### src/rtl/sram_turn_arbiter_pkg.sv
// Shared encodings for the SRAM turn arbiter: FSM states, requester ids and default SRAM bus widths.
package sram_turn_arbiter_pkg;

  typedef enum logic [1:0] {
    ST_IDLE   = 2'd0,
    ST_SETUP  = 2'd1,
    ST_STROBE = 2'd2,
    ST_HOLD   = 2'd3
  } arb_state_t;

  localparam logic [1:0] RQ_VID = 2'd0;
  localparam logic [1:0] RQ_CPU = 2'd1;
  localparam logic [1:0] RQ_AUX = 2'd2;

  localparam int SRAM_AW = 19;
  localparam int SRAM_DW = 8;

endpackage

### src/rtl/sram_turn_arbiter_pick.sv
// Winner selection: video priority with burst limit, CPU/aux round-robin.
// The aux requester and its round-robin pointer exist only with SRAM_ARB_AUX_EN.
module sram_req_pick
  import sram_turn_arbiter_pkg::*;
#(
  parameter int MAX_VID_BURST = 4
) (
  input  logic       clk,
  input  logic       rst_n,
  input  logic       pick_en,
  input  logic       vid_req,
  input  logic       cpu_req,
`ifdef SRAM_ARB_AUX_EN
  input  logic       aux_req,
`endif
  output logic       grant_valid,
  output logic [1:0] grant_id
);

  localparam logic [3:0] BURST_MAX = 4'(MAX_VID_BURST);

  logic [3:0] burst_cnt_r;
  logic       nonvid_s;
  logic       force_nv_s;

`ifdef SRAM_ARB_AUX_EN
  logic aux_turn_r;
  assign nonvid_s = cpu_req | aux_req;
`else
  assign nonvid_s = cpu_req;
`endif

  // A full video burst yields exactly one slot to a waiting non-video requester.
  assign force_nv_s = (burst_cnt_r == BURST_MAX) && nonvid_s;

  // Combinational winner for the current IDLE cycle.
  always_comb begin
    grant_valid = 1'b0;
    grant_id    = RQ_CPU;
    if (vid_req && !force_nv_s) begin
      grant_valid = 1'b1;
      grant_id    = RQ_VID;
    end else if (nonvid_s) begin
      grant_valid = 1'b1;
`ifdef SRAM_ARB_AUX_EN
      if (aux_req && (!cpu_req || aux_turn_r)) begin
        grant_id = RQ_AUX;
      end else begin
        grant_id = RQ_CPU;
      end
`else
      grant_id = RQ_CPU;
`endif
    end else begin
      grant_valid = 1'b0;
      grant_id    = RQ_CPU;
    end
  end

  // Burst counter and round-robin pointer advance only on IDLE decisions.
  always_ff @(posedge clk) begin
    if (!rst_n) begin
      burst_cnt_r <= 4'd0;
`ifdef SRAM_ARB_AUX_EN
      aux_turn_r  <= 1'b0;
`endif
    end else if (pick_en) begin
      if (grant_valid && (grant_id == RQ_VID)) begin
        burst_cnt_r <= (burst_cnt_r == BURST_MAX) ? burst_cnt_r : burst_cnt_r + 4'd1;
      end else begin
        burst_cnt_r <= 4'd0;
      end
`ifdef SRAM_ARB_AUX_EN
      if (grant_valid && (grant_id == RQ_CPU)) begin
        aux_turn_r <= 1'b1;
      end else if (grant_valid && (grant_id == RQ_AUX)) begin
        aux_turn_r <= 1'b0;
      end else begin
        aux_turn_r <= aux_turn_r;
      end
`endif
    end
  end

endmodule

### src/rtl/sram_turn_arbiter.sv
// Time-slot sequencer for the shared 512K x 8 SRAM (video, CPU, optional aux DMA).
// Define SRAM_ARB_AUX_EN to add the auxiliary requester port.
module sram_turn_arbiter
  import sram_turn_arbiter_pkg::*;
#(
  parameter int ACCESS_CYCLES = 1,
  parameter int MAX_VID_BURST = 4,
  parameter int AW            = SRAM_AW,
  parameter int DW            = SRAM_DW
) (
  input  logic          clk,
  input  logic          rst_n,
  input  logic          vid_req,
  input  logic [AW-1:0] vid_addr,
  output logic          vid_ack,
  output logic [DW-1:0] vid_rdata,
  input  logic          cpu_req,
  input  logic          cpu_we,
  input  logic [AW-1:0] cpu_addr,
  input  logic [DW-1:0] cpu_wdata,
  output logic          cpu_ack,
  output logic [DW-1:0] cpu_rdata,
`ifdef SRAM_ARB_AUX_EN
  input  logic          aux_req,
  input  logic          aux_we,
  input  logic [AW-1:0] aux_addr,
  input  logic [DW-1:0] aux_wdata,
  output logic          aux_ack,
  output logic [DW-1:0] aux_rdata,
`endif
  output logic [AW-1:0] sram_a,
  output logic [DW-1:0] sram_dout,
  output logic          sram_doe,
  input  logic [DW-1:0] sram_din,
  output logic          sram_we_n,
  output logic          busy
);

  localparam logic [1:0] LAST_STROBE = 2'(ACCESS_CYCLES - 1);

  arb_state_t    state_r, next_state_s;
  logic [1:0]    strobe_cnt_r;
  logic [1:0]    id_r;
  logic          we_r;
  logic          grant_valid_s;
  logic [1:0]    grant_id_s;
  logic          sel_we_s;
  logic [AW-1:0] sel_addr_s;
  logic [DW-1:0] sel_wdata_s;
  logic          we_s;
  logic          last_strobe_s;

  sram_req_pick #(.MAX_VID_BURST(MAX_VID_BURST)) u_pick (
    .clk         (clk),
    .rst_n       (rst_n),
    .pick_en     (state_r == ST_IDLE),
    .vid_req     (vid_req),
    .cpu_req     (cpu_req),
`ifdef SRAM_ARB_AUX_EN
    .aux_req     (aux_req),
`endif
    .grant_valid (grant_valid_s),
    .grant_id    (grant_id_s)
  );

  // Access fields of whichever requester wins this IDLE cycle.
  always_comb begin
    sel_we_s    = 1'b0;
    sel_addr_s  = vid_addr;
    sel_wdata_s = '0;
    case (grant_id_s)
      RQ_VID: begin
        sel_we_s    = 1'b0;
        sel_addr_s  = vid_addr;
        sel_wdata_s = '0;
      end
      RQ_CPU: begin
        sel_we_s    = cpu_we;
        sel_addr_s  = cpu_addr;
        sel_wdata_s = cpu_wdata;
      end
`ifdef SRAM_ARB_AUX_EN
      RQ_AUX: begin
        sel_we_s    = aux_we;
        sel_addr_s  = aux_addr;
        sel_wdata_s = aux_wdata;
      end
`endif
      default: begin
        sel_we_s    = 1'b0;
        sel_addr_s  = vid_addr;
        sel_wdata_s = '0;
      end
    endcase
  end

  assign last_strobe_s = (state_r == ST_STROBE) && (strobe_cnt_r == LAST_STROBE);
  assign we_s          = (state_r == ST_IDLE) ? sel_we_s : we_r;

  // Next-state logic of the access sequencer.
  always_comb begin
    next_state_s = state_r;
    case (state_r)
      ST_IDLE: begin
        if (grant_valid_s) begin
          next_state_s = ST_SETUP;
        end else begin
          next_state_s = ST_IDLE;
        end
      end
      ST_SETUP:  next_state_s = ST_STROBE;
      ST_STROBE: begin
        if (last_strobe_s) begin
          next_state_s = ST_HOLD;
        end else begin
          next_state_s = ST_STROBE;
        end
      end
      ST_HOLD:   next_state_s = ST_IDLE;
      default:   next_state_s = ST_IDLE;
    endcase
  end

  // Outputs are computed from the next state so every pin is a flop.
  always_ff @(posedge clk) begin
    if (!rst_n) begin
      state_r      <= ST_IDLE;
      strobe_cnt_r <= 2'd0;
      id_r         <= RQ_CPU;
      we_r         <= 1'b0;
      sram_a       <= '0;
      sram_dout    <= '0;
      sram_doe     <= 1'b0;
      sram_we_n    <= 1'b1;
      busy         <= 1'b0;
      vid_ack      <= 1'b0;
      cpu_ack      <= 1'b0;
      vid_rdata    <= '0;
      cpu_rdata    <= '0;
`ifdef SRAM_ARB_AUX_EN
      aux_ack      <= 1'b0;
      aux_rdata    <= '0;
`endif
    end else begin
      state_r      <= next_state_s;
      busy         <= (next_state_s != ST_IDLE);
      strobe_cnt_r <= ((state_r == ST_STROBE) && !last_strobe_s) ? strobe_cnt_r + 2'd1 : 2'd0;
      if ((state_r == ST_IDLE) && grant_valid_s) begin
        id_r      <= grant_id_s;
        we_r      <= sel_we_s;
        sram_a    <= sel_addr_s;
        sram_dout <= sel_wdata_s;
      end
      sram_doe  <= (next_state_s != ST_IDLE) && we_s;
      sram_we_n <= !((next_state_s == ST_STROBE) && we_s);
      vid_ack   <= (next_state_s == ST_HOLD) && (id_r == RQ_VID);
      cpu_ack   <= (next_state_s == ST_HOLD) && (id_r == RQ_CPU);
`ifdef SRAM_ARB_AUX_EN
      aux_ack   <= (next_state_s == ST_HOLD) && (id_r == RQ_AUX);
`endif
      if (last_strobe_s && !we_r) begin
        case (id_r)
          RQ_VID:  vid_rdata <= sram_din;
          RQ_CPU:  cpu_rdata <= sram_din;
`ifdef SRAM_ARB_AUX_EN
          RQ_AUX:  aux_rdata <= sram_din;
`endif
          default: cpu_rdata <= cpu_rdata;
        endcase
      end
    end
  end

endmodule

### config.mk
export PLATFORM = sky130hd
export DESIGN_NAME = sram_turn_arbiter
export DESIGN_NICKNAME = d
export VERILOG_FILES = /design/src/rtl/sram_turn_arbiter_pkg.sv /design/src/rtl/sram_turn_arbiter_pick.sv /design/src/rtl/sram_turn_arbiter.sv
export SDC_FILE = /design/constraint.sdc
export NUM_CORES = 1
export LEC_CHECK = 0
export CORE_MARGIN = 10
export CORE_UTILIZATION = 45
export DETAILED_ROUTE_END_ITERATION = 8
export PLACE_DENSITY = 0.88
export RECOVER_POWER = 25
export SETUP_SLACK_MARGIN = 0.02
export SKIP_LAST_GASP = 1
export SLEW_MARGIN = 20
export SYNTH_ARGS = -nofsm -noshare
export SYNTH_HDL_FRONTEND = slang
export SYNTH_SLANG_ARGS = --single-unit
### constraint.sdc
create_clock -name clk -period 3.25 [get_ports clk]
set_clock_uncertainty 0.1 [all_clocks]
set_input_delay 0.65 -clock clk [delete_from_list [all_inputs] [get_ports clk]]
set_output_delay 0.65 -clock clk [all_outputs]
set_load 0.01 [all_outputs]
* Yosys cells after proc, flatten, opt, wreduce, memory -nomap -nowiden
Cells that the tools add are included.
** Word-level totals
- Bits in registers :: 59
- Output and inout port bits :: 48
** Cells by class
- Reductions and logical operators :: 24
- Add/subtract/negate cells :: 2
- Eq/ne operators :: 9
- Mux-type cells :: 12
** Operator list (number)
- $mux W19 :: 1
- $logic_and A1 B1 Y1 :: 11
- $eq A2 B2 Y1 const B :: 4
- $logic_not A2 Y1 :: 4
- $mux W4 :: 2
- $mux W8 :: 1
- $pmux W2 S4 :: 1
- $reduce_and A2 Y1 :: 4
- $mux W1 :: 7
- $eq A2 B1 Y1 const B :: 3
- $add A4 B1 Y4 const B :: 1
- $eq A4 B3 Y1 const B :: 1
- $logic_not A1 Y1 :: 4
- $add A2 B1 Y2 const B :: 1
- $ne A2 B2 Y1 const B :: 1
- $reduce_bool A2 Y1 :: 1

* Depth between registers and ports, before layout
Gate-level depths: netlist (run 1).
- Depth after elaboration :: 10
- Depth in mapped cells :: 8
- Depth with buffers taken out :: 6

* Cells and area by module
From an unflattened synthesis (run 1), not the netlist that was laid out.
** Second synthesis, totals
- Cell total of the unflattened synthesis :: 256
- Area, all modules :: 2481.1 um^2
** By module, submodules not included
- sram_turn_arbiter :: area each 2177.1 um^2, cells each 224, seq. area each 1101.1 um^2, instances 1
- sram_req_pick :: area each 304.0 um^2, cells each 32, seq. area each 80.1 um^2, instances 1

* Least setup slack after synthesis (run 1)
Ideal clock, no wire load.
- Kind :: input-to-reg
- From :: input vid_req
- To :: register sram_dout[6]
- Required time :: 3.018 ns
- Cell stages on the path :: 6
- Path buffers :: 3
- Setup time :: 0.132 ns
- Path slack :: 1.596 ns
- Arrival :: 1.422 ns
- Cells stage by stage :: buf_4 > o21a_1 > buf_4 > buf_4 > o211ai_1 > a21oi_1
** Between the ends
- Longest elaborated chain between the ends :: 4
** Ends and longest elaborated chain
- start: declaration :: RTL line sram_turn_arbiter.sv:13 : input logic vid_req,
- $logic_and A1 B1 Y1 * :: RTL line sram_turn_arbiter_pick.sv:40 : if (vid_req && !force_nv_s) begin
- $mux W1 :: RTL line sram_turn_arbiter_pick.sv:40
- $eq A2 B1 Y1 :: RTL line sram_turn_arbiter.sv:71 : case (grant_id_s)
- $mux W8 :: RTL line sram_turn_arbiter.sv:71
- end signal: assignment :: RTL line sram_turn_arbiter.sv:152 : sram_dout <= sel_wdata_s;
- end: declaration :: RTL line sram_turn_arbiter.sv:32 : output logic [DW-1:0] sram_dout,
Every way passes the cells marked *; elsewhere a longest branch is shown, timed or not.
A chain may end at the register's enable or synchronous reset.

* Worst setup path after layout (run 1)
Same ends and word-level chain as after synthesis.

==> flow_metrics.py, run 1 <==
metrics = {
    "timing": {
        "finalSetupViolCount": 0,
        "slew_violations": 0,
        "max_slew_margin_pct": 45.2,
        "rsz0062_at_grt": "false",
        "max_freq_mhz": 395,
        "worst_slack_ns": 0.721,
        "timing.final.crit_share_pct": 77.8,
        "tns_ns": 0,
        "hold_viol": 0,
        "worst_slew_pin_slew_ns": 0.822,
        "period_needed_ns": 2.53,
    },
    "logic_synthesis": {
        "yosysTopAreaCell": "dfxtp_1",
        "synth.ff_latch_count": 58,
        "post-synth-top-count-cell": "dfxtp_1",
        "syn_nets": 351,
        "async_flop_share_pct": 0,
        "synth_edf_count": 0,
        "seq_area_frac_synth_pct": 47.4,
        "avgSynthCellArea_um2": 8.57,
        "synthFlopType": "dfxtp_1",
        "syn_inst": 286,
        "yosysWarnings": 0,
        "synth_top_cells_by_count": "dfxtp_1 (58), o21ai_0 (37), nand2_1 (33)",
        "synth_area_leaders": "dfxtp_1 (47%), o21ai_0 (7.6%), a31oi_1 (5.4%), nand2_1 (5.1%), nand3_1 (4.3%)",
        "synth_cell_type_count": 34,
        "yosys.area.top_type_share_pct": 47.4,
        "netlist_area_um2": 2450,
    },
    "clock_tree": {
        "cts_made_buffers": 9,
        "holdBufCountCts": 0,
        "cts_root_buf": "clkbuf_8",
        "cts_tree": "yes",
        "cts_buffer_depth": 2,
        "clock-sinks": 58,
        "htreeDepth": 3,
        "postCtsSetupRepairBufs": 0,
        "path_clk_slew_ns": 0.06,
        "cts_resized": 0,
        "clk_latency_ns": 0.33,
    },
    "global_route": {
        "grt_pass1_vias": 2512,
        "overflow": 0,
        "grt_antenna_before_repair": 0,
        "grt_usage_pct": 16.8,
        "grt_pass1_wl_um": 12000,
        "grt_start_max_net_pins": 31,
    },
    "layout": {
        "regArea_um2": 1160,
        "n_antenna_cell": 0,
        "layout.nets": 450,
        "multi_input_area_um2": 1130,
        "drive_above_1_share_pct": 5.38,
        "n_fill_cell": 409,
        "area_delta_synth_final_pct": 52.3,
    },
    "power": {
        "p_leak_nw": 1.36,
        "p_per_area_nw_per_um2": 634,
        "max-vdd-ir-drop_mv": 0.444,
    },
    "route": {
        "vias_per_cell": 5.31,
        "avgRoutedWirePerCell_um": 16.0,
        "drc_errors": 0,
        "wl_um": 7360,
        "drt-pass1-iter-count": 4,
        "postRouteAntennaNets": 0,
        "vias": 2444,
        "drtIter0Drc": 99,
    },
    "setup_path": {
        "worstPathMaxFanout": 30,
        "start_kind": "input port",
        "worst_setup_path_end_kind": "flip-flop",
        "crit_arrival_ns": 2.67,
        "cp_cell_sequence": "dlygate4sd3_1, clkbuf_1, o21a_1, buf_12, o211ai_1, a21oi_1",
        "critPathMaxStageDelay_ns": 0.55,
        "crit_required_ns": 3.39,
        "criticalPathCategory": "in -> reg",
        "crit_family": "buffers and inverters",
        "crit_buf_inv": 3,
        "crit_slowest_cell": "o21a_1",
    },
    "floorplan": {
        "die_area_um2": 8800,
        "die_x_um": 93.8,
        "die_h_um": 93.8,
        "ios": 107,
        "fp.coreArea_um2": 5200,
        "initial_core_util_pct": 47.1,
        "rows": 26,
    },
    "placement": {
        "dp_hpwl_um": 5390,
        "gp_congestion": 0.839,
        "portBuffers": 106,
        "dp_slack_ns": 0.754,
    },
    "worst_hold_path": {
        "hp-class": "reg -> reg",
    },
    "outcome": {
        "status": "complete, no violations",
    },
    "job": {
        "drv_cap": 0,
    },
}
## path summary, 6_finish.rpt
check | start | cells after the start | end | slack (ns)
setup / recovery | vid_req | 6 | sram_dout[6]$_SDFFE_PN0P_ | 0.72
hold / removal | strobe_cnt_r[0]$_SDFF_PN0_ | 1 | strobe_cnt_r[0]$_SDFF_PN0_ | 0.33
setup reg to reg | state_r[1]$_SDFF_PN0_ | 6 | sram_dout[6]$_SDFFE_PN0P_ | 1.22
hold reg to reg | strobe_cnt_r[0]$_SDFF_PN0_ | 1 | strobe_cnt_r[0]$_SDFF_PN0_ | 0.33
## per-layer routing
layer / up-vias / global-route usage (%) / part of all wire (%)
met5: - / 0 / 0
met4: 0 / 8.48 / 1.9
met3: 15 / 8.39 / 11
met2: 92 / 26.9 / 46
met1: 1117 / 17.8 / 41
li1: 1220 / - / -
## layout by cell type (no fill, tap or decap), drive strengths merged
| cell | n |
|---|---|
| nand4b | 3 |
| mux2i | 9 |
| clkdlybuf4s50 | 104 |
| o21a | 1 |
| clkinv | 1 |
| o211ai | 10 |
| a21o | 1 |
| nor3b | 2 |
| a21oi | 20 |
| or3b | 1 |
| o221ai | 1 |
| bufinv | 1 |
| nand3b | 1 |
| o31a | 1 |
| dlygate4sd3 | 2 |
| dfxtp | 58 |
| nor3 | 1 |
| nand4 | 2 |
| clkbuf | 15 |
| and3 | 1 |
| inv | 10 |
| nor2b | 3 |
| buf | 6 |
| o22a | 1 |
| nand2 | 33 |
| ha | 6 |
| and4bb | 1 |
| a31oi | 21 |
| nor2 | 9 |
| and4b | 2 |
| nand3 | 21 |
| o21ai | 40 |
| or4b | 1 |
| a211oi | 1 |
## worst register-to-register path, cell delays in order (launching register included)
cell	delay, ns
dfxtp_1	0.32
inv_1	0.09
ha_1	0.34
o21a_1	0.55
buf_12	0.25
o211ai_1	0.12
a21oi_1	0.18
## layout make-up
class | count | share of cell area (%)
Clock buffer | 14 | 4.36
Inverter | 10 | 1.01
Multi-Input combinational cell | 193 | 30.2
Timing Repair Buffer | 113 | 30.1
Clock inverter | 2 | 0.939
Tap cell | 70 | 2.35
Sequential cell | 58 | 31.1
## metrics by stage
step	util (%)	hold WS [ns]	cell area [µm²]	total power (W)	std cells
after global routing	71.7	0.346	3730	0.00250	460
after global placement	68.0	0.307	3540	0.00170	444
after detailed placement	68.0	0.327	3540	0.00171	444
final	71.7	0.333	3730	0.00237	460
after floorplan	-	0.299	2450	0.00133	286
after CTS	71.8	0.334	3740	0.00239	460
## state kept, by name (all words and copies together), names as in the netlist, 2 cells and up
name / cells
state_r: 2
vid_rdata: 8
sram_a: 19
sram_dout: 8
strobe_cnt_r: 2
u_pick.burst_cnt_r: 4
cpu_rdata: 8
## power by group
part | total [W] | switching (W) | internal [W] | leakage (nW)
clock | 0.000661 | 0.000265 | 0.000396 | 0.101
combinational | 0.000791 | 0.000390 | 0.000401 | 0.781
sequential | 0.000913 | 0.0000680 | 0.000845 | 0.475
## cell families after synthesis
kind of cell / Yosys count / share of synthesized area [%]
AOI/OAI and AO/OA: 97 / 22.7
adders and majority gates: 6 / 3.06
buffers and inverters: 35 / 6.69
DFF: 58 / 47.4
muxes: 9 / 3.68
and+or+nand+nor: 81 / 16.5
Note: power is estimated with default switching activity, not from simulation.
==> inputs of run 2 (changes only) <==
--- a/config.mk
+++ b/config.mk
@@ -6,9 +6,9 @@
 export NUM_CORES = 1
 export LEC_CHECK = 0
 export CORE_MARGIN = 10
-export CORE_UTILIZATION = 45
+export CORE_UTILIZATION = 42
 export DETAILED_ROUTE_END_ITERATION = 8
-export PLACE_DENSITY = 0.88
+export PLACE_DENSITY = 0.83
 export RECOVER_POWER = 25
 export SETUP_SLACK_MARGIN = 0.02
 export SKIP_LAST_GASP = 1
==> constraint.sdc (replaced) <==
create_clock -name clk -period 2.5 [get_ports clk]
set_clock_uncertainty 0.1 [all_clocks]
set_input_delay 0.5 -clock clk [delete_from_list [all_inputs] [get_ports clk]]
set_output_delay 0.5 -clock clk [all_outputs]
set_load 0.01 [all_outputs]
==> run 2 against run 1 <==
Against the previous run:
- die area up 5.6%
- sequential share of layout area shrank 0.052 points
- clock-buffer cell count did not move
- clock power increased by 17%
- cell area increased by 0.17%
- non-clock buffer count is 2 higher
- flip-flop and latch count unchanged
- global-route usage down 0.82 points
==> flow_metrics.py, run 2 (synthesis gave the netlist of run 1 again) <==
metrics = {
    "outcome": {
        "status": "complete, no violations",
    },
    "setup_path": {
        "cp_cell_sequence": "dlygate4sd3_1, inv_1, o221ai_1",
        "ff2ff_path_depth": 6,
        "start_kind": "input port",
        "crit_arrival_ns": 2.14,
        "critPathMaxStageDelay_ns": 0.70,
        "worstReg2RegEnd": "sram_dout[6]$_SDFFE_PN0P_",
        "crit_slowest_cell": "dlygate4sd3_1",
        "worstPathMaxFanout": 28,
        "criticalPathCategory": "in -> reg",
        "cp-startpoint": "rst_n",
        "r2r-start": "state_r[0]$_SDFF_PN0_",
        "crit_required_ns": 2.57,
        "worst_setup_path_end_kind": "flip-flop",
        "ff2ff_setup_slack_ns": 0.83,
    },
    "floorplan": {
        "die_h_um": 96.4,
        "fp.coreArea_um2": 5570,
        "ios": 107,
        "die_x_um": 96.4,
        "initial_core_util_pct": 44.0,
        "die_area_um2": 9290,
        "rows": 27,
    },
    "route": {
        "vias": 2420,
        "drc_errors": 0,
        "vias_per_cell": 5.22,
        "postRouteAntennaNets": 0,
        "drt-pass1-iter-count": 5,
        "avgRoutedWirePerCell_um": 15.6,
        "drtIter0Drc": 96,
        "wl_um": 7240,
    },
    "placement": {
        "portBuffers": 106,
        "gp_congestion": 0.827,
        "place_area_um2": 3560,
        "dp_hpwl_um": 5450,
    },
    "layout": {
        "layout.nets": 452,
        "n_antenna_cell": 0,
        "drive_above_1_share_pct": 6.12,
        "n_fill_cell": 473,
        "regArea_um2": 1160,
        "regMostFlops": "sram_a",
        "final_cell_mix": "clkdlybuf4s50_1 (104), dfxtp_1 (58), o21ai_0 (37)",
        "final_common_cell": "clkdlybuf4s50_1",
        "multi_input_area_um2": 1130,
        "area_delta_synth_final_pct": 52.5,
        "largest_reg_flops": 19,
        "final_area_um2": 3740,
    },
    "job": {
        "drv_cap": 0,
    },
    "timing": {
        "hold_ws_ns": 0.315,
        "finalSetupViolCount": 0,
        "period_needed_ns": 2.07,
        "max_freq_mhz": 482,
        "hold_viol": 0,
        "max_slew_margin_pct": 42.6,
        "worst_slew_pin_slew_ns": 0.860,
        "tns_ns": 0,
        "slew_violations": 0,
        "rsz0062_at_grt": "false",
        "timing.final.crit_share_pct": 82.9,
    },
    "power": {
        "p_per_area_nw_per_um2": 800,
        "p_leak_nw": 1.37,
        "max-vdd-ir-drop_mv": 0.386,
        "switching_share_pct": 30.9,
        "p_clk_share_pct": 25.9,
        "comb_power_share_pct": 34.5,
        "p_switching_w": 0.000923,
        "internal-power_w": 0.00207,
        "power_frac_seq_pct": 39.6,
    },
    "worst_hold_path": {
        "holdPathStages": 1,
        "min_to": "strobe_cnt_r[0]$_SDFF_PN0_",
        "hp-class": "reg -> reg",
        "min-delay-start": "strobe_cnt_r[0]$_SDFF_PN0_",
    },
    "global_route": {
        "grt_antenna_before_repair": 0,
        "grt_start_max_net_pins": 47,
        "overflow": 0,
        "grt_pass1_vias": 2553,
        "grt_usage_pct": 15.9,
        "grt_pass1_wl_um": 11700,
    },
    "clock_tree": {
        "path_clk_slew_ns": 0.06,
        "cts_made_buffers": 9,
        "htreeDepth": 3,
        "cts_root_buf": "clkbuf_8",
        "clock-sinks": 58,
        "cts_tree": "yes",
        "holdBufCountCts": 0,
        "cts_buffer_depth": 2,
        "postCtsSetupRepairBufs": 0,
        "clk_latency_ns": 0.32,
        "cts_resized": 0,
    },
}
run 2: power groups by stage:
stage          sequential, W  clock, W  combinational (W)
3_5_place_dp         0.00120         0            0.00104
6_report             0.00119  0.000773            0.00103
3_3_place_gp         0.00119         0            0.00102
4_1_cts              0.00118  0.000798            0.00105
5_1_grt              0.00121  0.000841            0.00114
2_1_floorplan        0.00127         0           0.000462
run 2: layout make-up:
class | count | area share, %
multi-input cells | 193 | 30.1
clock buffers | 14 | 4.62
well taps | 72 | 2.41
inverters | 10 | 1.00
repair buffers | 115 | 30.5
flip-flops and latches | 58 | 31.1
clock inverters | 2 | 0.268
run 2: worst max path at each step:
stage	end	slack [ns]
after floorplan	sram_dout[6]$_SDFFE_PN0P_	0.95
after detailed placement	u_pick.burst_cnt_r[3]$_SDFFE_PN0P_	0.43
final	u_pick.burst_cnt_r[2]$_SDFFE_PN0P_	0.43
after CTS	cpu_rdata[5]	0.65
after global placement	sram_a[11]$_SDFFE_PN0P_	0.46
after global routing	u_pick.burst_cnt_r[2]$_SDFFE_PN0P_	0.35
run 2: worst max-delay path, delay by kind of cell:
kind / cells / cell delay, ns
AOI/OAI and AO/OA: 1 / 0.24
buffers and inverters: 2 / 1.40
run 2: stage by stage:
step	util, %	power [W]	std cells	worst slack (ns)
6_report	67.1	0.00299	464	0.427
5_1_grt	67.1	0.00319	464	0.353
4_1_cts	67.1	0.00303	464	0.655
3_5_place_dp	63.8	0.00224	448	0.426
3_3_place_gp	63.8	0.00222	448	0.459
2_1_floorplan	-	0.00173	286	0.953
run 2: routing by layer:
layer	part of all wire, %	GRT usage, %
met5	0	0
met4	0.86	6.54
met3	12	8.79
met2	46	26.0
met1	41	16.9
